## src/rtl/gf_pkg.sv

```systemverilog
// Shared GF(2^m) definitions: controller states, default field polynomial and
// elaboration-time helpers used by the Itoh-Tsujii divider.
package gf_pkg;

  typedef enum logic [2:0] {
    IDLE,
    LOAD,
    SQR,
    MUL,
    FINSQR,
    FINMUL,
    DONE
  } gf_state_t;

  // Widest field gf_sqr can handle; callers zero-extend and truncate around it.
  localparam int unsigned GF_MAXW = 571;

  localparam logic [163:0] GF_POLY163 = (164'd1 << 163) | 164'hC9;

  function automatic int unsigned bitlen(input int unsigned v);
    int unsigned n;
    n = 0;
    for (int unsigned i = 0; i < 32; i++) begin
      if (v[i]) n = i + 1;
    end
    return n;
  endfunction

  function automatic int unsigned popcount(input int unsigned v);
    int unsigned n;
    n = 0;
    for (int unsigned i = 0; i < 32; i++) begin
      if (v[i]) n = n + 1;
    end
    return n;
  endfunction

  function automatic logic [GF_MAXW-1:0] gf_sqr(input logic [GF_MAXW-1:0] x,
                                                input logic [GF_MAXW:0]   poly,
                                                input int unsigned        m);
    logic [2*GF_MAXW-1:0] t;
    logic [2*GF_MAXW-1:0] pe;
    int unsigned          i;
    t = '0;
    for (int unsigned j = 0; j < GF_MAXW; j++) t[2*j] = x[j];
    pe = (2*GF_MAXW)'(poly);
    // Fold high-order terms back from the top so each xor only disturbs lower bits.
    for (int unsigned j = 0; j < 2*GF_MAXW-1; j++) begin
      i = 2*GF_MAXW - 2 - j;
      if (i >= m && t[i]) t = t ^ (pe << (i - m));
    end
    return t[GF_MAXW-1:0];
  endfunction

endpackage

```

## src/rtl/gf_mult_serial.sv

```systemverilog
// Bit-serial MSB-first GF(2^M) multiplier: the first partial product is formed
// on the start cycle, then M-1 more cycles; done pulses while p holds a*b.
module gf_mult_serial
  import gf_pkg::*;
#(
  parameter int unsigned M    = 163,
  parameter logic [M:0]  POLY = (M+1)'(GF_POLY163)
) (
  input  logic         clk,
  input  logic         rst,
  input  logic         start,
  input  logic [M-1:0] a,
  input  logic [M-1:0] b,
  output logic [M-1:0] p,
  output logic         done
);

  localparam int unsigned CW = $clog2(M);

  logic [M-1:0]  a_q, a_d, b_q, b_d, p_q, p_d, p_sh;
  logic [CW-1:0] cnt_q, cnt_d;
  logic          done_q, done_d;

  always_comb begin
    p_sh   = {p_q[M-2:0], 1'b0} ^ (p_q[M-1] ? POLY[M-1:0] : '0);
    a_d    = a_q;
    b_d    = b_q;
    p_d    = p_q;
    cnt_d  = cnt_q;
    done_d = 1'b0;
    if (start) begin
      a_d   = a;
      b_d   = {b[M-2:0], 1'b0};
      p_d   = b[M-1] ? a : '0;
      cnt_d = CW'(M - 1);
    end else if (cnt_q != '0) begin
      p_d    = p_sh ^ (b_q[M-1] ? a_q : '0);
      b_d    = {b_q[M-2:0], 1'b0};
      cnt_d  = cnt_q - 1'b1;
      done_d = (cnt_q == CW'(1));
    end
  end

  always_ff @(posedge clk) begin
    if (rst) begin
      a_q    <= '0;
      b_q    <= '0;
      p_q    <= '0;
      cnt_q  <= '0;
      done_q <= 1'b0;
    end else begin
      a_q    <= a_d;
      b_q    <= b_d;
      p_q    <= p_d;
      cnt_q  <= cnt_d;
      done_q <= done_d;
    end
  end

  assign p    = p_q;
  assign done = done_q;

endmodule

```

## src/rtl/gf_div_it.sv

```systemverilog
// GF(2^M) divider/inverter: B^-1 = (B^(2^(M-1)-1))^2 via an Itoh-Tsujii chain
// walked over the bits of M-1, then an optional multiply by A.
module gf_div_it
  import gf_pkg::*;
#(
  parameter int unsigned M    = 163,
  parameter logic [M:0]  POLY = (M+1)'(GF_POLY163)
) (
  input  logic         clk,
  input  logic         rst,
  input  logic         start,
  input  logic         op,
  input  logic [M-1:0] A,
  input  logic [M-1:0] B,
  output logic         busy,
  output logic         done,
  output logic         err,
  output logic [M-1:0] Q
);

  localparam int unsigned CW   = $clog2(M);
  localparam int unsigned IW   = $clog2(bitlen(M));
  localparam int unsigned IDXN = 1 << IW;
  localparam int unsigned IDX0 = bitlen(M - 1) - 2;
  localparam logic [IDXN-1:0] M1_BITS = IDXN'(M - 1);

  gf_state_t     state_q, state_d;
  logic [M-1:0]  a_q, a_d, b_q, b_d, beta_q, beta_d, saved_q, saved_d, q_q, q_d;
  logic [CW-1:0] k_q, k_d, sqr_cnt_q, sqr_cnt_d, k_next;
  logic [IW-1:0] idx_q, idx_d;
  logic          op_q, op_d, add_q, add_d, issued_q, issued_d, err_q, err_d;
  logic          mul_start, mul_done;
  logic [M-1:0]  mul_b, mul_p, sqr_w;

  assign sqr_w = M'(gf_sqr(GF_MAXW'(beta_q), (GF_MAXW+1)'(POLY), M));

  gf_mult_serial #(.M(M), .POLY(POLY)) u_mult (
    .clk   (clk),
    .rst   (rst),
    .start (mul_start),
    .a     (beta_q),
    .b     (mul_b),
    .p     (mul_p),
    .done  (mul_done)
  );

  always_comb begin
    state_d   = state_q;
    a_d       = a_q;
    b_d       = b_q;
    op_d      = op_q;
    beta_d    = beta_q;
    saved_d   = saved_q;
    k_d       = k_q;
    sqr_cnt_d = sqr_cnt_q;
    idx_d     = idx_q;
    add_d     = add_q;
    issued_d  = issued_q;
    q_d       = q_q;
    err_d     = err_q;
    mul_start = 1'b0;
    mul_b     = add_q ? b_q : saved_q;
    k_next    = add_q ? k_q : (k_q << 1);
    case (state_q)
      IDLE: if (start) begin
        a_d     = A;
        b_d     = B;
        op_d    = op;
        err_d   = 1'b0;
        state_d = LOAD;
      end
      LOAD: if (b_q == '0) begin
        err_d   = 1'b1;
        q_d     = '0;
        state_d = DONE;
      end else begin
        beta_d    = b_q;
        saved_d   = b_q;
        k_d       = CW'(1);
        sqr_cnt_d = CW'(1);
        idx_d     = IW'(IDX0);
        add_d     = 1'b0;
        state_d   = SQR;
      end
      SQR: begin
        beta_d = sqr_w;
        if (sqr_cnt_q == CW'(1)) begin
          issued_d = 1'b0;
          state_d  = MUL;
        end else begin
          sqr_cnt_d = sqr_cnt_q - 1'b1;
        end
      end
      MUL: if (!issued_q) begin
        mul_start = 1'b1;
        issued_d  = 1'b1;
      end else if (mul_done) begin
        beta_d = mul_p;
        // A doubling step whose bit of M-1 is set is followed by an add step
        // before the index moves on; the index only advances after the add.
        if (!add_q && M1_BITS[idx_q]) begin
          add_d     = 1'b1;
          k_d       = (k_q << 1) | CW'(1);
          sqr_cnt_d = CW'(1);
          state_d   = SQR;
        end else begin
          add_d = 1'b0;
          k_d   = k_next;
          if (idx_q == '0) begin
            state_d = FINSQR;
          end else begin
            idx_d     = idx_q - 1'b1;
            saved_d   = mul_p;
            sqr_cnt_d = k_next;
            state_d   = SQR;
          end
        end
      end
      FINSQR: begin
        beta_d   = sqr_w;
        issued_d = 1'b0;
        if (op_q) begin
          q_d     = sqr_w;
          state_d = DONE;
        end else begin
          state_d = FINMUL;
        end
      end
      FINMUL: begin
        mul_b = a_q;
        if (!issued_q) begin
          mul_start = 1'b1;
          issued_d  = 1'b1;
        end else if (mul_done) begin
          q_d     = mul_p;
          state_d = DONE;
        end
      end
      DONE:    state_d = IDLE;
      default: state_d = IDLE;
    endcase
  end

  always_ff @(posedge clk) begin
    if (rst) begin
      state_q   <= IDLE;
      a_q       <= '0;
      b_q       <= '0;
      op_q      <= 1'b0;
      beta_q    <= '0;
      saved_q   <= '0;
      k_q       <= '0;
      sqr_cnt_q <= '0;
      idx_q     <= '0;
      add_q     <= 1'b0;
      issued_q  <= 1'b0;
      q_q       <= '0;
      err_q     <= 1'b0;
    end else begin
      state_q   <= state_d;
      a_q       <= a_d;
      b_q       <= b_d;
      op_q      <= op_d;
      beta_q    <= beta_d;
      saved_q   <= saved_d;
      k_q       <= k_d;
      sqr_cnt_q <= sqr_cnt_d;
      idx_q     <= idx_d;
      add_q     <= add_d;
      issued_q  <= issued_d;
      q_q       <= q_d;
      err_q     <= err_d;
    end
  end

  assign busy = (state_q != IDLE);
  assign done = (state_q == DONE);
  assign err  = err_q;
  assign Q    = q_q;

endmodule

```

## config.mk

```make
export PLATFORM = sky130hd
export DESIGN_NAME = gf_div_it
export DESIGN_NICKNAME = d
export VERILOG_FILES = /design/src/rtl/gf_pkg.sv /design/src/rtl/gf_mult_serial.sv /design/src/rtl/gf_div_it.sv
export SDC_FILE = /design/constraint.sdc
export NUM_CORES = 2
export LEC_CHECK = 0
export ABC_AREA = 1
export CAP_MARGIN = 20
export CORE_ASPECT_RATIO = 0.8
export CORE_MARGIN = 10
export CORE_UTILIZATION = 34
export CTS_CLUSTER_SIZE = 16
export DETAILED_ROUTE_END_ITERATION = 12
export GPL_ROUTABILITY_DRIVEN = 0
export GPL_TIMING_DRIVEN = 0
export PLACE_DENSITY_LB_ADDON = 0.08
export SYNTH_ARGS = -nofsm -noshare
export SYNTH_HDL_FRONTEND = slang
export SYNTH_HIERARCHICAL = 1
export SYNTH_SLANG_ARGS = --single-unit
```

## constraint.sdc

```tcl
create_clock -name clk -period 2.7 [get_ports clk]
set_clock_uncertainty 0.2 [all_clocks]
set_input_delay 0.54 -clock clk [delete_from_list [all_inputs] [get_ports clk]]
set_output_delay 0.54 -clock clk [all_outputs]
set_load 0.05 [all_outputs]
```

==> results.sh <==
export IMPL_status="finished, violations left"
export IMPL_violations="setup timing"
export IMPL_final_util_pct=44.57
export IMPL_peakVddDrop_uv=589.9
export IMPL_cts_buffers=154
export IMPL_startpoint_type="primary input"
export IMPL_drive_above_1_share_pct=13.53
export IMPL_h_tree_depth=4
export IMPL_ys_seq_area_share_pct=41.72
export IMPL_end_kind="register"
export IMPL_syn_nets=9520
export IMPL_design_core_area_um2=187600
export IMPL_clock_sinks=1339
export IMPL_clk_latency_ps=810
export IMPL_die_x_um=506.0
export IMPL_ff2ff_setup_slack_ps=-170
export IMPL_grt_pass1_vias=60640
export IMPL_gr_total_overflow=0
export IMPL_finalPower_mw=105.3
export IMPL_clock_fmax_mhz=345.0
export IMPL_multi_input_area_um2=33900
export IMPL_hp_start="A[15]"
export IMPL_power_density_nw_per_um2=1259
export IMPL_slew_violations=0
export IMPL_route_detailed_drc=0
export IMPL_grt_antenna_before_repair=13
export IMPL_die_h_um=408.8
export IMPL_setup_ws_ps=-198.8
export IMPL_synthTopCellsByArea="dfxtp_1 (42%), o21ai_0 (12%), nand2_1 (9.2%)"
export IMPL_ys_ff_latch=1339
export IMPL_slew_limit_headroom_pct=9.009
export IMPL_min_path_type="primary input to register"
export IMPL_ys_types=37
export IMPL_avgRoutedWirePerCell_um=23.81
export IMPL_clk_pin_slew_ps=60
export IMPL_startpoint="rst"
export IMPL_num_vias=66730
export IMPL_firstDrtPassIters=8
export IMPL_r2r_start="b_q[19]"
export IMPL_port_buffers=495
export IMPL_r2r_cells=17
export IMPL_whs_endpoint="a_q[15]"
export IMPL_routed_via_density=5.304
export IMPL_critical_path_buf_inv_count=4
export IMPL_syn_area_um2=64260
export IMPL_grtUsageTotal_pct=26.84
export IMPL_cts_tree="yes"
export IMPL_ctsRootBufferMaster="clkbuf_16"
export IMPL_drv_cap=0
export IMPL_die_area_um2=206900
export IMPL_ios=496
export IMPL_crit_family="buffers and inverters"
export IMPL_yosys_warnings=6
export IMPL_tns_ps=-20390
export IMPL_grt_max_degree=17
export IMPL_power_leakage_nw=32.99
export IMPL_post_dp_hpwl_mm=228.5
export IMPL_setup_viol=307
export IMPL_routed_wl_mm=299.5
export IMPL_critical_path_class="primary input to register"
export IMPL_path_cells="dlygate4sd2_1 > inv_2 > clkbuf_2 > clkbuf_1 > o21ai_1 > nor2_1"
export IMPL_max_stage_delay_ps=870
export IMPL_tightest_slew_ps=1365
export IMPL_worstPathArrival_ps=3440
export IMPL_whs_path_depth=3
export IMPL_antenna_left=0
export IMPL_start_util_pct=34.25
export IMPL_drt_iter0_markers=7360
export IMPL_cts_buffer_depth=3
export IMPL_crit_cells=6
export IMPL_layout_min_cycle_time_ps=2899
export IMPL_timing_rr_end="Q[66]"
export IMPL_std_cell_rows=142
export IMPL_netlist_instances=9184
export IMPL_synthToLayoutAreaGrowth_pct=30.13
export IMPL_grt_pass1_wl_mm=419.1
export IMPL_nets=10270
export IMPL_critical_path_max_fanout=11
export IMPL_crit_required_ps=3240
export IMPL_finalHoldViolCount=0
export IMPL_synth_avg_cell_area_um2=6.997
export IMPL_postCtsHoldBufs=0
export IMPL_synth_top_area_share_pct=41.72
export IMPL_rsz0062_at_grt="yes"
export IMPL_seq_area_um2=26830
export IMPL_fillers=19200
export IMPL_netlist_top_cell_by_area="dfxtp_1"
export IMPL_finalCritPeriodShare_pct=107.4
export IMPL_dp_slack_ps=-1638
export IMPL_crit_path_top_delay_cell="clkbuf_1"
cells in the mapped netlist (all sizes together):
master,n
o211ai,163
clkinv,2
a31oi,2
inv,558
nand2,1583
nor2,1129
nand3,198
dfxtp,1339
a22oi,1
or2,2
mux2,159
clkbuf,505
xor2,85
xnor2,164
ha,6
nor3,4
a21oi,1178
nand4,13
buf,278
nor4,1
o21ai,1814
metrics by stage:
| stage | cells | instance area [um^2] | hold WS [ps] |
|---|---|---|---|
| finish | 12580 | 83620 | 170.0 |
| global route | 12570 | 83600 | 148.2 |
| CTS | 12530 | 80180 | 114.1 |
| detailed placement | 12210 | 72590 | 242.8 |
| global placement | 12200 | 72370 | 240.0 |
| floorplan | 9184 | 64260 | 224.5 |
logic make-up (layout without fill, tap and decap cells):
kind of cell	Yosys count	after routing	synth area share [%]
and+or+nand+nor	2930	2931	17.77
DFF	1339	1339	41.72
other	0	8	0
buffers and inverters	1343	2210	8.982
adders and majority gates	6	6	0.1168
muxes	159	159	2.786
AOI/OAI and AO/OA	3158	3158	25.24
xor gates and xnor gates	249	249	3.394
what timing repair did:
item / CTS / global route
setup buffers: 20 / 23
pin swaps: 53 / 173
endpoints found under the setup margin: 1270 / 1360
cloned: 18 / 31
gates resized for setup: 620 / 965
endpoints found under the hold margin: 0 / 0
power by group:
part | total [mW] | internal, mW | leakage (nW) | switching [mW]
clock | 21.9 | 12.9 | 2.56 | 9.04
sequential | 30.3 | 25.4 | 11.0 | 4.89
combinational | 53.0 | 18.9 | 19.5 | 34.1
total | 105 | 57.2 | 33.0 | 48.1
tightest hold or removal path, delay by kind of cell:
kind                   cells  cell delay, ps
buffers and inverters      1             390
AO/OA/AOI/OAI              2             200
cells in the final DEF, fill, tap and decap left out, drive strengths merged, types with 12 or more instances in the layout:
master            n
dfxtp          1339
mux2            159
buf             350
xnor2           164
inv             563
dlygate4sd2      16
xor2             85
nand4            13
o211ai          163
o21ai          1814
clkbuf          752
a21oi          1178
dlymetal6s2s    149
nor2           1129
bufinv           12
clkinv           35
nand3           198
clkdlybuf4s50   328
nand2          1584
metal layers:
metal	GRT usage (%)	wire, um	vias up
met3	5.606	27070	381
li1	-	-	31900
met5	0	0	-
met1	38.87	138100	31570
met4	8.198	9632	0
met2	39.63	124700	2877
sequential cells by signal, indices dropped and copies added, names as in the netlist, 3 cells and up, named ones only:
signal	cells
beta_q	163
a_q	163
u_mult/a_q	163
Q	163
saved_q	163
u_mult/b_q	162
u_mult/cnt_q	8
b_q	163
idx_q	3
u_mult/p	163
k_q	8
state_q	3
sqr_cnt_q	8
area by class of cell:
class	count	share of cell area, %
repair buffers	595	8.671
well taps	2520	3.771
flip-flops and latches	1339	32.08
multi-input cells	6503	40.54
clock inverters	52	0.7377
inverters	560	2.590
diodes	8	0.02394
clock buffers	227	5.460
repair inverters	1	0.01945
plain buffers	775	6.106
how the worst max path moves through the flow:
stage / endpoint / slack, ps
2_1_floorplan: u_mult/p[132] / 180
3_3_place_gp: saved_q[122] / -2700
3_5_place_dp: u_mult/p[134] / -1640
4_1_cts: Q[95] / -220
5_1_grt: Q[63] / -210
6_report: Q[52] / -200
Power figures use the tool's default switching activity.
